===== src/rtl/dsp_cmd_seq.sv =====
// Command sequencer for a pipelined DSP slice: issues operands under a credit limit,
// tags issued cycles through a LATENCY+1 pipeline and collects tagged results into a FWFT FIFO.
module dsp_cmd_seq #(
    parameter int LATENCY = 4,
    parameter int DEPTH   = 4
) (
    input  logic        CLK,
    input  logic        RST,
    input  logic        cmd_valid,
    output logic        cmd_ready,
    input  logic [7:0]  cmd_opmode,
    input  logic [17:0] cmd_a,
    input  logic [17:0] cmd_b,
    input  logic [47:0] cmd_c,
    input  logic [17:0] cmd_d,
    input  logic        cmd_carryin,
    output logic [7:0]  dsp_opmode,
    output logic [17:0] dsp_a,
    output logic [17:0] dsp_b,
    output logic [47:0] dsp_c,
    output logic [17:0] dsp_d,
    output logic        dsp_carryin,
    output logic        dsp_ce,
    output logic        dsp_rst,
    input  logic [47:0] dsp_p,
    input  logic        dsp_carryout,
    output logic        res_valid,
    input  logic        res_ready,
    output logic [47:0] res_p,
    output logic        res_carryout,
    input  logic        flush_req,
    output logic        busy,
    output logic [1:0]  dbg_state
);
    localparam int CW = $clog2(DEPTH + 1);
    localparam int PW = $clog2(DEPTH);

    typedef enum logic [1:0] {S_INIT, S_RUN, S_DRAIN, S_FLUSH} state_t;

    state_t           state_q, state_d;
    logic             cnt_q, cnt_d;
    logic [LATENCY:0] tag_q, tag_d;
    logic [CW-1:0]    in_flight_q, in_flight_d;
    logic [CW-1:0]    fifo_cnt_q, fifo_cnt_d;
    logic [PW-1:0]    wptr_q, wptr_d, rptr_q, rptr_d;
    logic [48:0]      mem_q [DEPTH];
    logic [48:0]      head_d, res_q, push_data;
    logic [7:0]       dsp_opmode_q;
    logic [17:0]      dsp_a_q, dsp_b_q, dsp_d_q;
    logic [47:0]      dsp_c_q;
    logic             dsp_carryin_q, dsp_ce_q, dsp_rst_q, busy_q;
    logic [CW:0]      credit_used;
    logic             acc, cap, pop;

    // Handshakes: a transfer happens on a rising edge where valid and ready are both 1;
    // ready never depends on valid, and valid/payload are only interpreted while valid is 1.
    assign credit_used = {1'b0, in_flight_q} + {1'b0, fifo_cnt_q};
    assign cmd_ready   = (state_q == S_RUN) && (credit_used < (CW+1)'(DEPTH));
    assign res_valid   = (fifo_cnt_q != '0);
    assign acc         = cmd_valid && cmd_ready;
    assign cap         = tag_q[LATENCY];
    assign pop         = res_valid && res_ready;
    assign push_data   = {dsp_carryout, dsp_p};

    always_comb begin
        state_d = state_q;
        cnt_d   = cnt_q;
        case (state_q)
            S_INIT, S_FLUSH: begin
                if (cnt_q) begin
                    state_d = S_RUN;
                    cnt_d   = 1'b0;
                end else begin
                    cnt_d = 1'b1;
                end
            end
            S_RUN:   if (flush_req) state_d = S_DRAIN;
            S_DRAIN: begin
                if (in_flight_q == '0) begin
                    state_d = S_FLUSH;
                    cnt_d   = 1'b0;
                end
            end
            default: state_d = S_INIT;
        endcase
    end

    always_comb begin
        tag_d       = {tag_q[LATENCY-1:0], acc};
        in_flight_d = in_flight_q;
        fifo_cnt_d  = fifo_cnt_q;
        wptr_d      = wptr_q;
        rptr_d      = rptr_q;
        if (acc && !cap)      in_flight_d = in_flight_q + CW'(1);
        else if (!acc && cap) in_flight_d = in_flight_q - CW'(1);
        if (cap && !pop)      fifo_cnt_d = fifo_cnt_q + CW'(1);
        else if (!cap && pop) fifo_cnt_d = fifo_cnt_q - CW'(1);
        if (cap) wptr_d = (wptr_q == PW'(DEPTH - 1)) ? '0 : wptr_q + PW'(1);
        if (pop) rptr_d = (rptr_q == PW'(DEPTH - 1)) ? '0 : rptr_q + PW'(1);
        // A push landing exactly at the new read slot bypasses the memory into the head register.
        head_d = (cap && (rptr_d == wptr_q)) ? push_data : mem_q[rptr_d];
    end

    always_ff @(posedge CLK) begin
        if (RST) begin
            state_q       <= S_INIT;
            cnt_q         <= 1'b0;
            tag_q         <= '0;
            in_flight_q   <= '0;
            fifo_cnt_q    <= '0;
            wptr_q        <= '0;
            rptr_q        <= '0;
            res_q         <= '0;
            dsp_opmode_q  <= '0;
            dsp_a_q       <= '0;
            dsp_b_q       <= '0;
            dsp_c_q       <= '0;
            dsp_d_q       <= '0;
            dsp_carryin_q <= 1'b0;
            dsp_ce_q      <= 1'b0;
            dsp_rst_q     <= 1'b1;
            busy_q        <= 1'b1;
        end else begin
            state_q     <= state_d;
            cnt_q       <= cnt_d;
            tag_q       <= tag_d;
            in_flight_q <= in_flight_d;
            fifo_cnt_q  <= fifo_cnt_d;
            wptr_q      <= wptr_d;
            rptr_q      <= rptr_d;
            dsp_ce_q    <= 1'b1;
            dsp_rst_q   <= (state_d == S_INIT) || (state_d == S_FLUSH);
            busy_q      <= (state_d != S_RUN) || (in_flight_d != '0);
            if (fifo_cnt_d != '0) res_q <= head_d;
            if (acc) begin
                dsp_opmode_q  <= cmd_opmode;
                dsp_a_q       <= cmd_a;
                dsp_b_q       <= cmd_b;
                dsp_c_q       <= cmd_c;
                dsp_d_q       <= cmd_d;
                dsp_carryin_q <= cmd_carryin;
            end
        end
    end

    always_ff @(posedge CLK) begin
        if (cap) mem_q[wptr_q] <= push_data;
    end

    // The credit limit on cmd_ready makes a push into a full FIFO impossible.
    assert property (@(posedge CLK) disable iff (RST)
        !(cap && !pop && (fifo_cnt_q == CW'(DEPTH))));

    assign dsp_opmode   = dsp_opmode_q;
    assign dsp_a        = dsp_a_q;
    assign dsp_b        = dsp_b_q;
    assign dsp_c        = dsp_c_q;
    assign dsp_d        = dsp_d_q;
    assign dsp_carryin  = dsp_carryin_q;
    assign dsp_ce       = dsp_ce_q;
    assign dsp_rst      = dsp_rst_q;
    assign busy         = busy_q;
    assign res_p        = res_q[47:0];
    assign res_carryout = res_q[48];
    assign dbg_state    = state_q;
endmodule


===== config.mk =====
export PLATFORM = sky130hd
export DESIGN_NAME = dsp_cmd_seq
export DESIGN_NICKNAME = d
export VERILOG_FILES = /design/src/rtl/dsp_cmd_seq.sv
export SDC_FILE = /design/constraint.sdc
export NUM_CORES = 1
export LEC_CHECK = 0
export CAP_MARGIN = 30
export CORE_ASPECT_RATIO = 2
export CORE_MARGIN = 4
export CORE_UTILIZATION = 35
export DETAILED_ROUTE_END_ITERATION = 7
export RECOVER_POWER = 50
export SLEW_MARGIN = 20
export SYNTH_ARGS = -nofsm -noshare
export SYNTH_HDL_FRONTEND = slang
export SYNTH_SLANG_ARGS = --single-unit

===== constraint.sdc =====
create_clock -name CLK -period 2.6 [get_ports CLK]
set_input_delay 0.52 -clock CLK [delete_from_list [all_inputs] [get_ports CLK]]
set_output_delay 0.52 -clock CLK [all_outputs]
set_load 0.02 [all_outputs]

## Word-level counts from Yosys, hierarchy flattened

Memory sizes are Yosys's and may differ from the RTL's. A register that Yosys moved wholly into a read port is not among the register bits.
Cells that the tools add are included.

- Flip-flop bits (word level): 132
- Memory bits (writable): 196
- Memories kept: 1

Memories:

| memory | words | bits a word | read ports | clocked after Yosys merged registers in | write ports | line | source |
|---|---|---|---|---|---|---|---|
| mem_q | 4 | 49 | 1 | 1 | 1 | 46 | `logic [48:0] mem_q [DEPTH];` |

- Add/sub/neg operators: 7
- Order comparisons: 1
- Equality and inequality tests: 8
- Muxes and demuxes: 17
- Reduce and logical (&&, ||, !) cells: 21

Operators with widths:

| operator | number |
|---|---|
| two-way mux 2 bit | 6 |
| two-way mux 3 bit | 4 |
| == test 2 bit (second input constant) | 5 |
| nonzero test 3 bit | 3 |
| logical AND 1 bit | 7 |
| adder 3 x 1 -> 3 bit (second input constant) | 2 |
| one-hot mux 2 bit (3 select lines) | 1 |
| subtractor 3 x 1 -> 3 bit (second input constant) | 2 |
| two-way mux 1 bit | 5 |
| adder 2 x 1 -> 2 bit (second input constant) | 2 |
| adder 3 x 3 -> 4 bit | 1 |
| logical NOT 2 bit | 2 |
| < comparator 4 x 3 -> 1 bit (second input constant) | 1 |
| logical NOT 1 bit | 3 |
| logical NOT 3 bit | 1 |
| == test 2 x 1 -> 1 bit (second input constant) | 1 |
| logical OR 1 bit | 2 |
| inequality test 2 x 1 -> 1 bit (second input constant) | 1 |
| inequality test 2 bit (second input constant) | 1 |
| one-hot mux 1 bit (2 select lines) | 1 |
| AND reduction 2 bit | 1 |
| nonzero test 2 bit | 1 |
| OR reduction 2 bit | 1 |

## Longest topological paths before layout

- Depth after elaboration: 10
- Gate-level depth with buffers: 11
- Depth with buffers taken out: 9

## Worst setup path after synthesis

No wires, ideal clock.

- Kind: reg-to-reg
- From: reg tag_q[4]
- To: mem mem_q[0][0] (enable)
- Setup time: 411 ps
- Arrival time: 2194 ps
- Required time: 2189 ps
- Slack: -6 ps
- Stages on the path, launching flop included: 4
- Path through: dfxtp_1 -> clkbuf_1 -> clkbuf_1 -> and2_1

- Longest elaborated chain between the ends: 2

Ends and longest elaborated chain:

| item | line | source |
|---|---|---|
| start, declared | 42 | `logic [LATENCY:0] tag_q, tag_d;` |
| start signal, assigned | 126 | `tag_q <= tag_d;` |
| two-way mux 1 bit | 147 | `if (cap) mem_q[wptr_q] <= push_data;` |
| two-way mux 1 bit (not written as such) | 147 |  |
| end, declared | 46 |  |

Every way passes these cells.

## Worst setup path in the final report

- From: reg in_flight_q[2]
- To: out cmd_ready

- Longest elaborated chain between the ends: 3

Ends and longest elaborated chain:

| item | line | source |
|---|---|---|
| start, declared | 43 | `logic [CW-1:0] in_flight_q, in_flight_d;` |
| start signal, assigned | 127 | `in_flight_q <= in_flight_d;` |
| adder 3 x 3 -> 4 bit | 57 | `assign credit_used = {1'b0, in_flight_q} + {1'b0, fifo_cnt_q};` |
| < comparator 4 x 3 -> 1 bit | 58 | `assign cmd_ready = (state_q == S_RUN) && (credit_used < (CW+1)'(DEPTH));` |
| logical AND 1 bit | 58 |  |
| end, declared | 10 | `output logic cmd_ready,` |

Every way passes these cells.

==> summary.md <==
| Metric | Value |
|---|---|
| Pwr dens | 987 nW/um^2 |
| Register area share after synthesis | 65.3% |
| Final hold violations | 0 |
| CORE AREA | 41100 um^2 |
| CTS H-tree lvls | 2 |
| Post-route cell area | 19900 um^2 |
| First-pass GRT wire length | 61.4 mm |
| Area growth, synth to finish | 36.8% |
| Post-synth EDFFs | 196 |
| # Post-CTS Setup Buffers | 0 |
| TritonCTS clock tree | built |
| Slew HR | -22.2% |
| Min-Delay Path Class | flip-flop to flip-flop |
| Yosys cell types | 46 |
| Remaining DRCs | 0 |
| Clock Skews | 0.0178 ns |
| CTS root buf | clkbuf_16 |
| Final Non-Filler Cells | 2164 |
| Hold Buf Count CTS | 0 |
| Slew Viols, Final | 37 |
| Layout cells sized above 1 | 7.37% |
| Worst-path clk slew | 0.06 ns |
| Placer Congestion | 0.777 |
| Avg WL per Cell | 18.3 um |
| Die area | 45100 um^2 |
| I/O pin count | 332 |
| Layout Utilization | 48.4% |
| WS Path Type | flip-flop to primary output |
| Die Height | 296 um |
| Setup crit end kind | primary output |
| Maximum fanout along the worst path | 4 |
| Synth area leaders | edfxtp_1 40%, dfxtp_1 25%, nand2_1 7.2%, a21oi_1 4.0%, mux2i_1 3.7% |
| DP HPWL | 25.8 mm |
| Largest net degree at the start of global routing | 112 |
| Placed Cells | 2100 |
| WP data required | 2.08 ns |
| Cells after Synth | 1282 |
| # rows | 105 |
| Initial Utilization | 35.4% |
| RSZ-0062 raised after global routing | false |
| Num CTS Buffers | 36 |
| Grt total ovfl | 0 |
| Cell family with most CP delay | simple AND/OR/NAND/NOR gates |
| Vias in the first global route | 11.1k |
| Initial antenna violation count | 2 |
| CP peak stage delay | 0.41 ns |
| Worst-skew pair later-pin latency | 0.53 ns |
| P_leak | 6.85 nW |
| Most common cell in the netlist | nand2_1 |
| Layout Nets | 1784 |
| Hold WS | 0.438 ns |
| CP max stage cell | dfxtp_1 |
| Flop and latch count out of synthesis | 377 |
| Share of the synthesized area in the top cell type | 40.4% |
| CP Launch Type | flip-flop |
| Drt via density | 5.01 |
| Post-Syn Nets | 1463 |
| Clock buffer depth | 3 |
| Synth area leader | edfxtp_1 |
| Crit path time final | 2.49 ns |
| Total Routing Usage GR | 16.9% |
| Seq. cell area | 9510 um^2 |
| Antenna diode count | 0 |
| Max-cap violations | 1 |
| YS warnings | 0 |
| Post-DP Area | 18800 um^2 |
| Remaining antenna violation count | 0 |
| Worst EP arrival | 1.97 ns |
| Highest clock rate | 402 MHz |
| DIE WIDTH | 152 um |
| Crit path buffers/inverters | 1 |
| I/O Buffers | 331 |
| Starting DRT DRC Count | 379 |
| Drt pass-1 iters | 5 |
| Failing checks | max-capacitance violations, max-slew violations |
| Commonest register cell after synthesis | edfxtp_1 |
| Fin crit share | 95.6% |
| Total length of routed wires | 39.6 mm |
| Final setup vio count | 0 |
| Status | complete, but fails checks |
| DR vias | 10.8k |
| Slew @ Worst Pin | 1.83 ns |
| FILL cells | 3681 |
| Synth top cells by count | 280 x nand2_1, 196 x edfxtp_1, 181 x dfxtp_1 |
| Fraction of registers with async set/reset | 0% |
| Syn avg cell area | 11.4 um^2 |
| Sink Count | 377 |
| Worst-path cell chain | ha_1 -> nor4b_2 -> and2_1 -> clkdlybuf4s15_2 |
| Cell Area, Synth | 14600 um^2 |
| Multi-input gate area | 4620 um^2 |
| Maximum vdd drop | 0.624 mV |
## final timing paths
kind,startpoint,to,slack [ns],cells after the start
min reg2reg,tag_q[1],tag_q[2],0.44,1
max,in_flight_q[2],cmd_ready,0.11,4
min,tag_q[1],tag_q[2],0.44,1
max reg2reg,fifo_cnt_q[1],res_q[10],0.19,12
## layout make-up
cell class	instances	area share (%)
well taps	535	3.36
clock buffers	48	4.90
clock inverters	16	0.854
multi-input cells	793	23.2
repair buffers	380	19.7
inverters	15	0.283
flip-flops and latches	377	47.7
## report_power, final
part / total (W) / switching, W / leakage (nW) / internal, W
Clock: 0.00517 / 0.00221 / 0.554 / 0.00295
Combinational: 0.00728 / 0.00403 / 3.06 / 0.00324
Sequential: 0.00722 / 0.000351 / 3.24 / 0.00687
Total: 0.0197 / 0.00660 / 6.85 / 0.0131
## layer usage
layer | vias up | share of wire, % | GRT usage [%]
met1 | 5143 | 37 | 18.1
met3 | 69 | 7.3 | 4.72
met5 | - | 0.040 | 0
li1 | 5263 | - | -
met4 | 2 | 3.0 | 5.93
met2 | 364 | 53 | 31.8
## sequential cells by signal (all words and copies together) (netlist names)
register,cells
rptr_q,2
res_q,49
cnt_q,1
dsp_carryin,1
dsp_c,48
busy,1
in_flight_q,3
dsp_ce,1
dsp_rst,1
tag_q,5
dsp_a,18
dsp_opmode,8
wptr_q,2
fifo_cnt_q,3
mem_q,196
dbg_state,2
dsp_d,18
dsp_b,18
## metrics by stage
stage	setup WS (ns)	setup TNS (ns)	power, W
after floorplan	0.355	0	0.0115
after global placement	0.0279	0	0.0146
after detailed placement	-0.0409	-0.116	0.0147
after CTS	0.0428	0	0.0200
after global routing	0.0126	0	0.0208
final	0.114	0	0.0197
## logic make-up after synthesis
logic type,after synthesis,synth area share [%]
AO/OA/AOI/OAI,334,14.4
XOR/XNOR,5,0.301
adder cells (fa/ha/maj),16,1.38
buffers and inverters,112,3.41
flip-flops,377,65.3
multiplexers,54,3.71
AND/OR/NAND/NOR,384,11.4
## timing repair
item	in CTS	in global routing
resized for setup	5	3
cloned	0	0
setup endpoints to repair	2	50
## layout by cell type (no fill, tap or decap), types with 3 or more instances in the layout
master and count:
a211oi_1 52, clkbuf_1 10, edfxtp_1 196, o21ai_0 56, nor2_1 20, xnor2_1 5, inv_1 12, nand2_1 279
buf_6 3, clkinv_2 3, clkbuf_4 4, nand3_1 3, clkinv_1 6, a211o_1 49, clkdlybuf4s50_1 279, dfxtp_1 180
mux2i_1 54, buf_12 19, a31oi_1 49, and3_1 50, ha_1 16, clkbuf_16 36, and2_2 4, buf_4 23
bufinv_16 3, clkbuf_8 3, nor2b_1 7, dlygate4sd3_1 49, a21oi_1 116
Power figures use the tool's default switching activity.
